### config.mk
export PLATFORM = sky130hd
export DESIGN_NAME = multicycle_controller_flat
export DESIGN_NICKNAME = d
export VERILOG_FILES = /design/src/rtl/multicycle_controller_if.sv /design/src/rtl/multicycle_controller.sv /design/src/flat_wrapper.sv
export SDC_FILE = /design/constraint.sdc
export NUM_CORES = 1
export LEC_CHECK = 0
export ABC_CLOCK_PERIOD_IN_PS = 1500
export CAP_MARGIN = 15
export CORE_MARGIN = 3
export CORE_UTILIZATION = 33
export DETAILED_ROUTE_END_ITERATION = 8
export GPL_ROUTABILITY_DRIVEN = 0
export PLACE_DENSITY = 0.74
export SYNTH_ARGS = -nofsm -noshare
export SYNTH_HDL_FRONTEND = slang
export SYNTH_SLANG_ARGS = --single-unit
### constraint.sdc
create_clock -name clk -period 1.5 [get_ports clk]
set_clock_uncertainty 0.15 [all_clocks]
set_input_delay 0.225 -clock clk [delete_from_list [all_inputs] [get_ports clk]]
set_output_delay 0.225 -clock clk [all_outputs]
set_load 0.02 [all_outputs]
### src/rtl/multicycle_controller_if.sv
// Memory handshake bundle between the multi-cycle controller and the shared
// instruction/data memory. The controller is the master: it raises mem_req,
// selects the address source and qualifies writes; memory answers mem_ready.
interface multicycle_controller_if;
  logic mem_req;
  logic mem_ready;
  logic MemWrite;
  logic AdrSrc;

  modport master (output mem_req, output MemWrite, output AdrSrc, input mem_ready);
  modport slave  (input mem_req, input MemWrite, input AdrSrc, output mem_ready);
endinterface

### src/rtl/multicycle_controller.sv
// Sequencing FSM for the multi-cycle RV32I datapath. Walks each instruction
// through fetch/decode/execute/memory/writeback and drives the datapath
// selects every cycle; stalls on the shared memory via the req/ready bundle.
// Optional feature macro: MC_PERF_CNT_EN adds cycle_count / instret_count.
module multicycle_controller #(
  parameter int STATE_W = 4
) (
  input  logic               clk,
  input  logic               rst,        // asynchronous, active-low
  input  logic [6:0]         op,
  input  logic               Zero,
  multicycle_controller_if.master mem,
  output logic               IRWrite,
  output logic               PCWrite,
  output logic [1:0]         ALUSrcA,
  output logic [1:0]         ALUSrcB,
  output logic [1:0]         ResultSrc,
  output logic [1:0]         ALUOp,
  output logic               RegWrite,
  output logic               illegal_op,
`ifdef MC_PERF_CNT_EN
  output logic [31:0]        cycle_count,
  output logic [31:0]        instret_count,
`endif
  output logic [STATE_W-1:0] state
);

  typedef enum logic [STATE_W-1:0] {
    S_FETCH    = STATE_W'(0),
    S_DECODE   = STATE_W'(1),
    S_MEMADR   = STATE_W'(2),
    S_MEMREAD  = STATE_W'(3),
    S_MEMWB    = STATE_W'(4),
    S_MEMWRITE = STATE_W'(5),
    S_EXECUTER = STATE_W'(6),
    S_EXECUTEI = STATE_W'(7),
    S_ALUWB    = STATE_W'(8),
    S_BEQ      = STATE_W'(9),
    S_JAL      = STATE_W'(10)
  } state_t;

  localparam logic [6:0] OP_LW   = 7'b0000011;
  localparam logic [6:0] OP_SW   = 7'b0100011;
  localparam logic [6:0] OP_R    = 7'b0110011;
  localparam logic [6:0] OP_I    = 7'b0010011;
  localparam logic [6:0] OP_BEQ  = 7'b1100011;
  localparam logic [6:0] OP_JAL  = 7'b1101111;

  state_t state_q;
  state_t state_d;
  logic   pc_update;
  logic   branch;
  logic   ir_load;

  // State register; reset forces FETCH immediately, abandoning any access.
  always_ff @(posedge clk or negedge rst) begin
    if (!rst) state_q <= S_FETCH;
    else      state_q <= state_d;
  end

  // Per-state outputs and next-state selection (Moore, gated by mem_ready/Zero).
  always_comb begin
    state_d       = S_FETCH;
    mem.mem_req   = 1'b0;
    mem.MemWrite  = 1'b0;
    mem.AdrSrc    = 1'b0;
    ALUSrcA       = 2'b00;
    ALUSrcB       = 2'b00;
    ResultSrc     = 2'b00;
    ALUOp         = 2'b00;
    RegWrite      = 1'b0;
    illegal_op    = 1'b0;
    pc_update     = 1'b0;
    branch        = 1'b0;
    ir_load       = 1'b0;
    case (state_q)
      S_FETCH: begin
        mem.mem_req = 1'b1;
        ALUSrcB     = 2'b10;
        ResultSrc   = 2'b10;
        if (mem.mem_ready) begin
          ir_load   = 1'b1;
          pc_update = 1'b1;
          state_d   = S_DECODE;
        end else begin
          state_d   = S_FETCH;
        end
      end
      S_DECODE: begin
        // Branch target is computed here speculatively into ALUOut.
        ALUSrcA = 2'b01;
        ALUSrcB = 2'b01;
        case (op)
          OP_LW, OP_SW: state_d = S_MEMADR;
          OP_R:         state_d = S_EXECUTER;
          OP_I:         state_d = S_EXECUTEI;
          OP_BEQ:       state_d = S_BEQ;
          OP_JAL:       state_d = S_JAL;
          default: begin
            state_d    = S_FETCH;
            illegal_op = 1'b1;
          end
        endcase
      end
      S_MEMADR: begin
        ALUSrcA = 2'b10;
        ALUSrcB = 2'b01;
        state_d = (op == OP_LW) ? S_MEMREAD : S_MEMWRITE;
      end
      S_MEMREAD: begin
        mem.mem_req = 1'b1;
        mem.AdrSrc  = 1'b1;
        state_d     = mem.mem_ready ? S_MEMWB : S_MEMREAD;
      end
      S_MEMWB: begin
        ResultSrc = 2'b01;
        RegWrite  = 1'b1;
        state_d   = S_FETCH;
      end
      S_MEMWRITE: begin
        mem.mem_req  = 1'b1;
        mem.MemWrite = 1'b1;
        mem.AdrSrc   = 1'b1;
        state_d      = mem.mem_ready ? S_FETCH : S_MEMWRITE;
      end
      S_EXECUTER: begin
        ALUSrcA = 2'b10;
        ALUOp   = 2'b10;
        state_d = S_ALUWB;
      end
      S_EXECUTEI: begin
        ALUSrcA = 2'b10;
        ALUSrcB = 2'b01;
        ALUOp   = 2'b10;
        state_d = S_ALUWB;
      end
      S_ALUWB: begin
        RegWrite = 1'b1;
        state_d  = S_FETCH;
      end
      S_BEQ: begin
        ALUSrcA = 2'b10;
        ALUOp   = 2'b01;
        branch  = 1'b1;
        state_d = S_FETCH;
      end
      S_JAL: begin
        ALUSrcA   = 2'b01;
        ALUSrcB   = 2'b10;
        pc_update = 1'b1;
        state_d   = S_ALUWB;
      end
      default: state_d = S_FETCH;  // unused encodings recover to FETCH
    endcase
    // Reset gates the load enables so FETCH's static outputs can show during
    // reset without loading IR or PC.
    IRWrite = ir_load & rst;
    PCWrite = ((pc_update & rst) | (branch & Zero));
  end

  assign state = state_q;

`ifdef MC_PERF_CNT_EN
  logic [31:0] cycle_q;
  logic [31:0] instret_q;
  logic        retire;

  // An instruction retires on the edge that returns to FETCH from a final step.
  assign retire = (state_q == S_MEMWB) || (state_q == S_ALUWB) || (state_q == S_BEQ) ||
                  ((state_q == S_MEMWRITE) && mem.mem_ready);

  // Free-running cycle counter and retired-instruction counter, both wrapping.
  always_ff @(posedge clk or negedge rst) begin
    if (!rst) begin
      cycle_q   <= 32'd0;
      instret_q <= 32'd0;
    end else begin
      cycle_q <= cycle_q + 32'd1;
      if (retire) instret_q <= instret_q + 32'd1;
    end
  end

  assign cycle_count   = cycle_q;
  assign instret_count = instret_q;
`endif

endmodule

### src/flat_wrapper.sv
// flat-port wrapper written by rule: the top's interface ports become plain ports
module multicycle_controller_flat 
#(
  parameter int STATE_W = 4
)
  (clk, rst, op, Zero, IRWrite, PCWrite, ALUSrcA, ALUSrcB, ResultSrc, ALUOp, RegWrite, illegal_op, state, mem_mem_req, mem_MemWrite, mem_AdrSrc, mem_mem_ready);
  multicycle_controller_if mem_i ();
  input  logic clk;
  input  logic rst;
  input  logic [6:0] op;
  input  logic Zero;
  output logic IRWrite;
  output logic PCWrite;
  output logic [1:0] ALUSrcA;
  output logic [1:0] ALUSrcB;
  output logic [1:0] ResultSrc;
  output logic [1:0] ALUOp;
  output logic RegWrite;
  output logic illegal_op;
  output logic [STATE_W-1:0] state;
  output wire logic [$bits(mem_i.mem_req)-1:0] mem_mem_req;
  output wire logic [$bits(mem_i.MemWrite)-1:0] mem_MemWrite;
  output wire logic [$bits(mem_i.AdrSrc)-1:0] mem_AdrSrc;
  input wire logic [$bits(mem_i.mem_ready)-1:0] mem_mem_ready;
  assign mem_mem_req = mem_i.mem_req;
  assign mem_MemWrite = mem_i.MemWrite;
  assign mem_AdrSrc = mem_i.AdrSrc;
  assign mem_i.mem_ready = mem_mem_ready;
  multicycle_controller #(.STATE_W(STATE_W)) u_core (.clk(clk), .rst(rst), .op(op), .Zero(Zero), .mem(mem_i), .IRWrite(IRWrite), .PCWrite(PCWrite), .ALUSrcA(ALUSrcA), .ALUSrcB(ALUSrcB), .ResultSrc(ResultSrc), .ALUOp(ALUOp), .RegWrite(RegWrite), .illegal_op(illegal_op), .state(state));
endmodule
==> results of run 1 <==
## through the flow
step,util (%),area [um2]
after floorplan,-,651
after detailed placement,83.2,1150
after global placement,83.2,1150
## cells in the mapped netlist (2+ instances only)
| library cell | count | area, um2 |
|---|---|---|
| sky130_fd_sc_hd__nor4_1 | 2 | 12.5 |
| sky130_fd_sc_hd__o22ai_1 | 2 | 12.5 |
| sky130_fd_sc_hd__or4_1 | 2 | 15.0 |
| sky130_fd_sc_hd__nand4_1 | 2 | 12.5 |
| sky130_fd_sc_hd__clkbuf_1 | 2 | 7.51 |
| sky130_fd_sc_hd__nor2b_1 | 3 | 18.8 |
| sky130_fd_sc_hd__xnor2_1 | 3 | 26.3 |
| sky130_fd_sc_hd__nand2b_1 | 4 | 25.0 |
| sky130_fd_sc_hd__nor2_1 | 10 | 37.5 |
| sky130_fd_sc_hd__a211oi_1 | 2 | 15.0 |
| sky130_fd_sc_hd__dfrtp_1 | 4 | 100 |
| sky130_fd_sc_hd__o21ai_0 | 3 | 15.0 |
| sky130_fd_sc_hd__inv_1 | 3 | 11.3 |
| sky130_fd_sc_hd__nor3_1 | 3 | 15.0 |
| sky130_fd_sc_hd__a21oi_1 | 3 | 15.0 |
| sky130_fd_sc_hd__a31oi_1 | 2 | 12.5 |
| sky130_fd_sc_hd__nand2_1 | 5 | 18.8 |
## kinds of logic after synthesis
kind of cell,count (synthesis),share of synthesized area (%)
xor+xnor,4,6.81
compound gates,21,28.7
buf+inv,7,5.35
simple gates,38,39.7
flops,4,19.5
==> impl_summary.log, run 1 <==
INFO  metric outcome = did not finish
INFO  metric outcome.stop_stage = clock tree synthesis
INFO  metric error_message = [ERROR DPL-0033] detailed placement checks failed during check placement.
INFO  metric numCtsBuffers = 3
INFO  metric die_w = 45.5 um
INFO  metric dp_worst_setup_slack = -0.794 ns
INFO  metric post_synth_num_cell_types = 36
INFO  metric port_buffers = 29
INFO  metric netlist_area = 514 um2
INFO  metric synth-warning-count = 0
INFO  metric syn-mean-instance-area = approximately 6.9 um2
INFO  metric synth_nets = 85
INFO  metric cts_root_buffer = sky130_fd_sc_hd__clkbuf_4
INFO  metric holdBufCountCts = 0
INFO  metric cts.sink_count = 4
INFO  metric floorplan.die.height = 45.5 um
INFO  metric postSynth.topFlopCell = sky130_fd_sc_hd__dfrtp_1
INFO  metric clockBufferDepth = 2
INFO  metric number_of_flops_mapped_to_enable_cells_by_yosys = 0
INFO  metric effective_utilization_at_floorplan = a little under two fifths
INFO  metric cts_resized = 134
INFO  metric synth-seq-area-share = between 10% and 20%
INFO  metric synth_async_sr_flop_share = 100%
INFO  metric top_level_ports = 30
INFO  metric htree_levels = 1
INFO  metric dpl.cell_count = 144
INFO  metric dp_hpwl = 1710 um
INFO  metric postCtsSetupRepairBufs = 12
INFO  metric ys_ff_latch = 4
INFO  metric num_rows = 13
INFO  metric synth_cells = 74
==> run 2, diff against run 1 <==
ABC_CLOCK_PERIOD_IN_PS = 2000   (was 1500)
CORE_AREA = 3 3 64 66   (was unset)
CORE_MARGIN = unset   (was 3)
CORE_UTILIZATION = unset   (was 33)
DIE_AREA = 0 0 67 69   (was unset)
PLACE_DENSITY = unset   (was 0.74)
PLACE_DENSITY_LB_ADDON = 0.15   (was unset)
clock period = 2 ns   (was 1.5 ns; I/O delays follow)
==> run 2 against run 1 <==
  * The run now ends clean
  * Area after synthesis unchanged
  * Synthesized cell count unchanged
==> impl_summary.log, run 2 <==
INFO  metric synth_cells = 74 (unchanged)
INFO  metric max_freq = about 500 MHz
INFO  metric drt-vias-per-instance = 4.27
INFO  metric coreArea = 3630 um2
INFO  metric synth.top_cell.area_share = 19.5% (unchanged)
INFO  metric critical_path.startpoint_type = input port
INFO  metric pwr_density_cell = 402 nW/um2
INFO  metric dr.max_layer_used = met3
INFO  metric cp_top_family = buffers and inverters
INFO  metric grt_overflow_total = 0
INFO  metric design.die.area = 4620 um2
INFO  metric critical_path.reg2reg.endpoint = u_core.state[0]$_DFF_PN0_
INFO  metric cp.buffers_inverters = 2
INFO  metric clock_transition_at_the_registers_of_the_reported_paths = 0.03 ns
INFO  metric criticalPathCategory = input port to output pin
INFO  metric port_buffers = 29 (unchanged)
INFO  metric holdCritPathClass = input port to async pin
INFO  metric power.static_leakage = around 0.54 nW
INFO  metric effective_utilization_at_floorplan = 14.2% (was 37.2%)
INFO  metric post-route-util = 32.9%
INFO  metric layout_commonest_cell = sky130_fd_sc_hd__buf_4
INFO  metric slowest_stage = sky130_fd_sc_hd__clkdlybuf4s50_1
INFO  metric tritoncts = yes
INFO  metric cp_data_arrival_time = 1.53 ns
INFO  metric finalHoldWorstSlack = 0.274 ns
INFO  metric wl_met1 = 838 um
INFO  metric area_growth_from_synthesis_to_final_layout = 132%
INFO  metric dp_hpwl = 1720 um (was 1710 um)
INFO  metric ys_ff_latch = 4 (unchanged)
INFO  metric yosys-top-cells-area = sky130_fd_sc_hd__dfrtp_1 (19%), sky130_fd_sc_hd__nor2_1 (7.3%), sky130_fd_sc_hd__xnor2_1 (5.1%) (unchanged)
INFO  metric cp.required = ~1.6 ns
INFO  metric maxSlewViolCount = 0
INFO  metric grt_usage = 8.70%
INFO  metric post-synth-top-count-cell = sky130_fd_sc_hd__nor2_1 (unchanged)
INFO  metric htree_levels = 1 (unchanged)
INFO  metric num_rows = 22 (was 13)
INFO  metric drt-wirelength-per-cell = roughly 11 um
INFO  metric number_of_antenna_violations_at_the_first_check_in_global_routing = 0
INFO  metric grt_setup_unrepaired = yes
INFO  metric outcome = completed (was did not finish)
INFO  metric area_of_all_placed_cells_without_fillers = 1190 um2
INFO  metric die_w = 67 um (was 45.5 um)
INFO  metric cp_cell_sequence = clkdlybuf4s50_1, nand2b_1, a211o_2, o21ai_0, a31oi_1, buf_2
INFO  metric drc = 0
INFO  metric wl_met3 = approximately 81 um
INFO  metric cts.sink_count = 4 (unchanged)
INFO  metric multi_input_comb_area = 425 um2
INFO  metric most-common-layout-cells = sky130_fd_sc_hd__buf_4 (37), sky130_fd_sc_hd__clkdlybuf4s50_1 (13), sky130_fd_sc_hd__nor2_1 (10)
INFO  metric max_cap_violations = 0
INFO  metric numCtsBuffers = 3 (unchanged)
INFO  metric cpPeakStageDelay = 0.43 ns
INFO  metric worstReg2RegStart = u_core.state[1]$_DFF_PN0_
INFO  metric top_level_ports = 30 (unchanged)
INFO  metric drt_pre_antenna_iters = 4
INFO  metric synth_nets = 85 (unchanged)
INFO  metric cts_root_buffer = sky130_fd_sc_hd__clkbuf_8 (was sky130_fd_sc_hd__clkbuf_4)
INFO  metric post_synth_num_cell_types = 36 (unchanged)
INFO  metric number_of_flops_mapped_to_enable_cells_by_yosys = 0 (unchanged)
INFO  metric grt_pass1_wl = 3260 um
INFO  metric dp_worst_setup_slack = -0.391 ns (was -0.794 ns)
INFO  metric route.met2.wl = 1090 um
INFO  metric synth-seq-area-share = 19.5% (unchanged)
INFO  metric synth-warning-count = 0 (unchanged)
INFO  metric layout-drive-gt1-share = 44.3%
INFO  metric worst_case_register_to_register_setup_slack = 0.16 ns
INFO  metric grt_pass1_vias = 753
INFO  metric postSynth.topFlopCell = sky130_fd_sc_hd__dfrtp_1 (unchanged)
INFO  metric timing.max_slew.rel_slack = between 70 and 80%
INFO  metric synth_top_area_cell = sky130_fd_sc_hd__dfrtp_1 (unchanged)
INFO  metric num_vias = 802
INFO  metric tightestPinTransition = about 0.39 ns
INFO  metric peakVddDrop = approximately 0.18 mV
INFO  metric final_min_period_over_clock_period = 99.0%
INFO  metric drtIter0Drc = 16
INFO  metric grt_max_degree = 8
INFO  metric floorplan.die.height = 69 um (was 45.5 um)
INFO  metric critPathMaxFanout = 3
INFO  metric synth_async_sr_flop_share = 100% (unchanged)
INFO  metric insertedDiodeCount = 0
INFO  metric netlist_area = 514 um2 (unchanged)
INFO  metric max_reg_flops = 4
INFO  metric layout_min_cycle_time = 1.98 ns
INFO  metric hold_viol_final = 0
INFO  metric clock_insertion_delay_at_the_later_pin_of_the_skew_report = 0.21 ns
INFO  metric syn-mean-instance-area = 6.95 um2 (unchanged)
INFO  metric rr_worst_depth = 6
INFO  metric synth.cells.most_frequent = sky130_fd_sc_hd__nor2_1 (10), sky130_fd_sc_hd__nand2_1 (5), sky130_fd_sc_hd__dfrtp_1 (4), sky130_fd_sc_hd__nand2b_1 (4) (unchanged)
INFO  metric filler_cell_count = 399
INFO  metric nets = 153
INFO  metric seqCellArea = 104 um2
INFO  metric placed_cell_area = 1140 um2 (was 1150 um2)
INFO  metric post_layout_worst_setup_margin = approximately 0.020 ns
INFO  metric setup-violations-final = 0
INFO  metric drtAntennaViolNets = 0
INFO  metric total_power = 0.479 mW
INFO  metric timing.critical_path.to_type = output pin
INFO  metric drt_wl_total = 2010 um
INFO  metric clockBufferDepth = 2 (unchanged)
[run 2: cell counts after synthesis]
Identical to the previous run, type by type.
[run 2: worst max path at each step]
stage | end | cells past startpoint | from | slack [ns]
5_1_grt | illegal_op | 6 | op[4] | -0.05
3_5_place_dp | illegal_op | 6 | op[4] | -0.39
2_1_floorplan | PCWrite | 4 | u_core.state[0]$_DFF_PN0_ | -0.15
3_3_place_gp | illegal_op | 6 | op[4] | -0.39
4_1_cts | illegal_op | 6 | op[4] | -0.14
6_report | illegal_op | 6 | op[4] | 0.02
[run 2: repair_timing]
| item | 4_1_cts | 5_1_grt |
|---|---|---|
| hold buffers | 0 | 0 |
| hold endpoints to repair | 0 | 0 |
| buffers inserted | 1 | 1 |
| endpoints found under the setup margin | 15 | 14 |
| gates resized for setup | 35 | 22 |
| pin swaps | 0 | 2 |
[run 2: stage by stage]
step | TNS (ns) | cells
after detailed placement | -1.50 | 183
final | 0 | 188
after CTS | -0.139 | 187
after global placement | -1.53 | 183
after global routing | -0.0516 | 188
after floorplan | -0.210 | 74
[run 2: cell families (layout without fill, tap and decap cells)]
family                    count (synthesis)  after routing  share of synthesized area, %
AOI/OAI and AO/OA                        21             21                          28.7
xor gates and xnor gates                  4              4                          6.81
buffers and inverters                     7             73                          5.35
DFF                                       4              4                          19.5
and+or+nand+nor                          38             38                          39.7
[run 2: area by class of cell]
type | count | share of cell area (%)
Clock buffer | 3 | 3.46
Multi-Input combinational cell | 63 | 35.6
Inverter | 3 | 0.943
Tap cell | 48 | 5.03
Timing Repair Buffer | 67 | 46.2
Sequential cell | 4 | 8.70
[run 2: layer usage]
metal,global-route usage (%),vias to the layer above
li1,-,407
met1,9.96,375
met2,16.2,20
met3,1.47,0
met4,2.03,0
met5,0,-
[run 2: power breakdown]
part           total, mW  internal, mW  switching (mW)
Combinational      0.227         0.124           0.103
Sequential        0.0912        0.0854         0.00577
Clock              0.162         0.128          0.0341
Total              0.479         0.337           0.143
[run 2: worst register-to-register path, cell delays in order (launching register included)]
cell and delay, ns:
sky130_fd_sc_hd__dfrtp_2 0.42, sky130_fd_sc_hd__buf_6 0.14, sky130_fd_sc_hd__nor2b_2 0.16, sky130_fd_sc_hd__nand2_1 0.11, sky130_fd_sc_hd__buf_4 0.15, sky130_fd_sc_hd__or4_1 0.46
sky130_fd_sc_hd__o32ai_1 0.15
Note: power is estimated with default switching activity, not from simulation.
